### config.mk
export PLATFORM = sky130hd
export DESIGN_NAME = sram_rw_port_ctrl
export DESIGN_NICKNAME = d
export VERILOG_FILES = /design/src/rtl/sram_rw_port_ctrl.sv
export SDC_FILE = /design/constraint.sdc
export NUM_CORES = 1
export LEC_CHECK = 0
export BUFFER_PORTS_ARGS = -buffer_cell sky130_fd_sc_hd__buf_4
export CORE_AREA = 4 4 439 441
export CTS_CLUSTER_SIZE = 40
export DETAILED_ROUTE_END_ITERATION = 7
export DIE_AREA = 0 0 443 445
export PLACE_DENSITY = 0.36
export SLEW_MARGIN = 10
export SYNTH_ARGS = -nofsm -noshare
export SYNTH_HDL_FRONTEND = slang
export SYNTH_SLANG_ARGS = --single-unit
### constraint.sdc
create_clock -name clock -period 17.4 [get_ports clock]
set_input_delay 3.48 -clock clock [delete_from_list [all_inputs] [get_ports clock]]
set_output_delay 3.48 -clock clock [all_outputs]
set_load 0.005 [all_outputs]
### src/rtl/sram_rw_port_ctrl.sv
// sram_rw_port_ctrl: arbitrates read/write request streams onto a 1-cycle-latency single-port SRAM
// and returns read data through a credit-controlled response FIFO.
// Optional perf counters: define SRAM_RW_CTRL_PERF_EN.
module sram_rw_port_ctrl #(
    parameter int ADDR_W     = 8,
    parameter int DATA_W     = 256,
    parameter int MASK_W     = 32,
    parameter int RESP_DEPTH = 2
) (
    input  logic              clock,
    input  logic              reset,
    input  logic              rd_req_valid,
    output logic              rd_req_ready,
    input  logic [ADDR_W-1:0] rd_req_addr,
    input  logic              wr_req_valid,
    output logic              wr_req_ready,
    input  logic [ADDR_W-1:0] wr_req_addr,
    input  logic [MASK_W-1:0] wr_req_mask,
    input  logic [DATA_W-1:0] wr_req_data,
    output logic              resp_valid,
    input  logic              resp_ready,
    output logic [DATA_W-1:0] resp_data,
    output logic [ADDR_W-1:0] RW0_addr,
    output logic              RW0_en,
    output logic              RW0_wmode,
    output logic [MASK_W-1:0] RW0_wmask,
    output logic [DATA_W-1:0] RW0_wdata,
    input  logic [DATA_W-1:0] RW0_rdata
`ifdef SRAM_RW_CTRL_PERF_EN
    ,
    output logic [31:0]       perf_rd_cnt,
    output logic [31:0]       perf_wr_cnt,
    output logic [31:0]       perf_conflict_cnt
`endif
);
    localparam int PW = (RESP_DEPTH > 1) ? $clog2(RESP_DEPTH) : 1;
    localparam int CW = $clog2(RESP_DEPTH + 1) + 1;

    logic [CW-1:0]     r_count;
    logic              r_inflight;
    logic              r_rr_last;
    logic [PW-1:0]     r_wptr;
    logic [PW-1:0]     r_rptr;
    logic [DATA_W-1:0] r_fifo [RESP_DEPTH];

    logic              w_pop;
    logic [CW-1:0]     w_occ;
    logic              w_read_ok;
    logic              w_conflict;
    logic              w_gnt_rd;
    logic              w_gnt_wr;

    // Credit check, round-robin arbitration (r_rr_last=1 means write won last, so read wins next) and SRAM drive
    always_comb begin
        resp_valid   = r_count != '0;
        resp_data    = r_fifo[r_rptr];
        w_pop        = resp_valid && resp_ready;
        w_occ        = r_count + CW'(r_inflight) - CW'(w_pop);
        w_read_ok    = w_occ < CW'(RESP_DEPTH);
        w_conflict   = !reset && rd_req_valid && wr_req_valid && w_read_ok;
        w_gnt_rd     = !reset && rd_req_valid && w_read_ok && (!wr_req_valid || r_rr_last);
        w_gnt_wr     = !reset && wr_req_valid && !w_gnt_rd;
        rd_req_ready = w_gnt_rd;
        wr_req_ready = w_gnt_wr;
        RW0_en       = w_gnt_rd || w_gnt_wr;
        RW0_wmode    = w_gnt_wr;
        RW0_addr     = w_gnt_wr ? wr_req_addr : rd_req_addr;
        RW0_wmask    = w_gnt_wr ? wr_req_mask : '0;
        RW0_wdata    = wr_req_data;
    end

    // Read pipeline state: in-flight flag, FIFO occupancy/pointers and arbitration history
    always_ff @(posedge clock or posedge reset) begin
        if (reset) begin
            r_count    <= '0;
            r_inflight <= 1'b0;
            r_rr_last  <= 1'b1;
            r_wptr     <= '0;
            r_rptr     <= '0;
        end else begin
            r_count    <= w_occ;
            r_inflight <= w_gnt_rd;
            if (w_conflict) r_rr_last <= w_gnt_wr;
            if (r_inflight) r_wptr <= (r_wptr == PW'(RESP_DEPTH - 1)) ? '0 : r_wptr + 1'b1;
            if (w_pop) r_rptr <= (r_rptr == PW'(RESP_DEPTH - 1)) ? '0 : r_rptr + 1'b1;
        end
    end

    // Capture SRAM read data in the cycle after the read issue
    always_ff @(posedge clock) begin
        if (r_inflight) r_fifo[r_wptr] <= RW0_rdata;
    end

    // The credit check guarantees the FIFO never overflows
    assert property (@(posedge clock) disable iff (reset) r_count <= CW'(RESP_DEPTH));

`ifdef SRAM_RW_CTRL_PERF_EN
    // Saturating accept and conflict counters
    always_ff @(posedge clock or posedge reset) begin
        if (reset) begin
            perf_rd_cnt       <= '0;
            perf_wr_cnt       <= '0;
            perf_conflict_cnt <= '0;
        end else begin
            if (w_gnt_rd && perf_rd_cnt != '1) perf_rd_cnt <= perf_rd_cnt + 1'b1;
            if (w_gnt_wr && perf_wr_cnt != '1) perf_wr_cnt <= perf_wr_cnt + 1'b1;
            if (w_conflict && perf_conflict_cnt != '1) perf_conflict_cnt <= perf_conflict_cnt + 1'b1;
        end
    end
`endif
endmodule

==> impl_summary.txt <==
----------------------------------------------------
[STA]
  Number of hold-slack violations in the final timing report ... 0
  Final critical-path share of the clock period ... 54.93%
  Final Setup Violations ... 0
  Maximum clock rate ... 104.6 MHz
  Clock tree skew after final layout ... 0.02606 ns
  Headroom to the max-slew limit ... 32.27%
  Sum of negative setup slack ... 0 ns
  Unrepaired setup endpoints after global routing ... false
  Final Max Tran Viols ... 0
  Minimum period implied by the final worst setup slack ... 9.557 ns
  Slew at the pin closest to its max-slew limit ... 1.016 ns

[Worst setup path]
  Endpoint of the most critical register-to-register path ... r_fifo[0][199]
  Logic depth of the worst register-to-register path ... 5
  Reg2Reg Launch Point ... r_inflight
  Most frequent cell on the critical path ... buf_4
  Worst Setup Start Kind ... input pin
  Type of the setup path with the least slack ... in2out
  Highest-delay cell along the critical path ... buf_4
  Type of destination of the critical path ... primary output
  Slowest stage delay, CP ... 0.40 ns
  Required time worst endpoint ... 13.92 ns
  Arrival time reported for the critical path endpoint ... 6.08 ns
  Highest net fanout along the worst path ... 42
  Startpoint of the most critical setup path ... resp_ready
  Critical-path cell list ... buf_4 > and2_1 > ha_1 > inv_1 > ha_1 > inv_1 > fa_1 > xnor3_1 > a41oi_4 > buf_4 > mux2_2 > buf_4
  Capturing instance or port of the critical path ... RW0_addr[7]
  Setup slack on the worst flop-to-flop path ... 14.08 ns

[Route]
  Met3 WL post-DR ... 12,910 um
  Total detailed-routing wirelength ... 91,410 um
  # DRC ... 0
  Routed WL per cell ... 22.26 um
  Vias ... 11.03k
  Router iterations before antenna repair ... 6
  Met2 Wirelength ... 53,610 um
  Vias/cell ... 2.686
  Wire length on met1 ... 21,330 um
  Top routing layer in use ... met5
  Routed Antenna Nets ... 0
  Violation count after the first detailed-route iteration ... 433

[Die]
  Total die area ... 0.1971 mm2
  Chip Height ... 445 um
  Effective utilization at floorplan ... 11.12%
  Core area ... 0.1892 mm2
  Num ports ... 1,122
  Total number of placement rows ... 160
  Die X-Extent ... 443 um

[Placed design]
  Cells after DPL ... 3,974
  PortBufs ... 609
  Estimated wirelength of the detail-placed design ... 71,740 um
  Last weighted congestion value of the routability-driven placer ... 0.7932

[Yosys]
  Post-Synthesis Net Count ... 1,699
  Yosys warning total ... 0
  Post-synthesis cell type count ... 25
  Share of synthesized area occupied by flip-flops and latches ... 73.92%
  Leading cell types by total area after synthesis ... edfxtp_1 (73%), mux2_2 (14%), buf_4 (9.2%), and2_1 (1.0%), dfrtp_1 (0.71%)
  Library cell with the largest summed area after synthesis ... edfxtp_1
  Ys async rst share ... 1.349%
  Mapped Cells ... 1,131
  Mean instance size in the synthesized netlist ... 18.60 um2
  Primary flip-flop cell chosen by synthesis mapping ... edfxtp_1
  Number of enable flip-flop cells after synthesis ... 512
  Post-synthesis register bit count ... 519
  Portion of synthesized cell area occupied by the leading cell type ... 73.09%
  Mapped cell area ... 0.02104 mm2

[Clock tree]
  CTS Buffer Depth ... 3
  TritonCTS sink count ... 519
  Number of CTS-inserted buffers ... 70
  Clock transition at path regs ... 0.06 ns
  Cts-stage hold buffer count ... 0
  Post-CTS Repair Setup Buffers ... 0
  Clock root buffer master ... clkbuf_16
  CTS tree ... yes
  CTS H-Tree Depth ... 3
  Insertion delay of the later-clocked pin in the worst-skew pair ... 0.64 ns
  Post-CTS resize count ... 0

[Global routing]
  Via count of the first global-routing pass ... 11.91k
  First-pass GRT wire length ... 115,500 um
  Total gr overflow ... 0
  Pin count of the biggest net entering global routing ... 129
  Global-route usage over all layers ... 8.837%
  Antenna violations before repair ... 15

[Final layout]
  Layout Nets ... 2,103
  Fillers ... 20.84k
  Non-filler instance count after layout ... 4,106
  Synthesis-to-layout area growth ... 37.81%
  Footprint of the multi-input gates ... 0.003387 mm2
  Share of final-layout standard cells stronger than drive strength 1 ... 62.37%
  FF+latch area ... 0.01555 mm2

[Pwr]
  Power density over the cells ... 139.6 mW/mm2
  Leakage power ... 10.03 nW
  Peak supply drop ... 0.05582 mV

[Job]
  Max-cap viol count ... 0

[Worst hold path]
  Worst min path class ... reg2reg
  Startpoint of the most critical hold path ... r_count[0]

[Status]
  Outcome ... completed

----------------------------------------------------
[through the flow]
step	hold slack [ns]	worst slack (ns)	power (mW)	area, um2	util [%]
global placement	0.5116	7.811	2.754	26790	14.16
CTS	0.5176	7.838	4.189	28980	15.32
detailed placement	0.5061	7.839	2.748	26790	14.16
finish	0.5179	7.843	4.048	28990	15.32
global route	0.5329	7.704	4.277	28980	15.32
floorplan	0.4525	5.432	2.191	21040	-
[critical path, delay by kind of cell]
kind	cells	cell delay, ns
compound gates	1	0.23
xor+xnor	1	0.26
fa+ha+maj	3	0.79
buf+inv	5	0.74
mux	1	0.38
simple gates	1	0.15
[placed cells by master, fill, tap and decap left out, types with 3 or more instances in the layout]
cell type / synthesis / layout
inv_1: 7 / 7
buf_4: 257 / 621
clkinv_2: 0 / 11
mux2_2: 257 / 257
mux2_4: 7 / 7
clkinvlp_4: 0 / 3
clkinv_4: 0 / 4
clkbuf_1: 5 / 14
xor2_1: 3 / 3
edfxtp_1: 512 / 512
dfrtp_1: 6 / 5
bufinv_16: 0 / 4
diode_2: 0 / 6
clkinv_1: 0 / 12
inv_6: 0 / 5
and2_1: 34 / 33
clkbuf_16: 0 / 71
[worst min path at each step]
stage	depth (start not counted)	slack, ns	end
6_report	1	0.52	r_count[0]
5_1_grt	1	0.53	r_count[0]
4_1_cts	1	0.52	r_count[0]
3_5_place_dp	1	0.51	r_count[0]
3_3_place_gp	1	0.51	r_count[0]
2_1_floorplan	1	0.45	r_wptr
[power by group]
group | internal [mW] | total (mW) | switching (mW)
registers | 1.53 | 1.59 | 0.0541
clock network | 0.812 | 1.38 | 0.573
logic | 0.561 | 1.08 | 0.515
[layout make-up]
| cell class | count | area share, % |
|---|---|---|
| diodes | 6 | 0.05179 |
| well taps | 2511 | 10.84 |
| inverters | 7 | 0.09063 |
| flip-flops and latches | 519 | 53.66 |
| multi-input cells | 315 | 11.68 |
| clock inverters | 41 | 1.221 |
| clock buffers | 85 | 6.310 |
| repair buffers | 622 | 16.15 |
[state kept, by name, summed over array words and instances (netlist names)]
signal and count:
r_inflight 1, r_wptr 1, r_count 3, r_rr_last 1, r_fifo 512, r_rptr 1
[kinds of logic (layout without fill, tap and decap cells)]
group	Yosys count	after routing	synth area share [%]
compound gates	2	2	0.1011
simple gates	42	42	1.195
fa+ha+maj	3	3	0.2141
flops	519	519	73.92
xor+xnor	4	4	0.2320
buf+inv	297	755	10.08
other cells	0	6	0
mux	264	264	14.26
[Yosys cell counts, types with 2 or more instances]
cell type	n
and2_1	34
buf_2	24
buf_4	257
clkbuf_1	5
clkbuf_2	2
dfrtp_1	6
edfxtp_1	512
ha_1	2
inv_1	7
mux2_2	257
mux2_4	7
nor2_1	2
nor3_1	2
xor2_1	3
[layer usage]
layer	up-vias	track usage, %
met5	-	0.1954
li1	4798	-
met1	5350	5.754
met3	215	5.883
met4	4	3.926
met2	663	18.07
No activity file was read; power rests on OpenSTA's default activity.
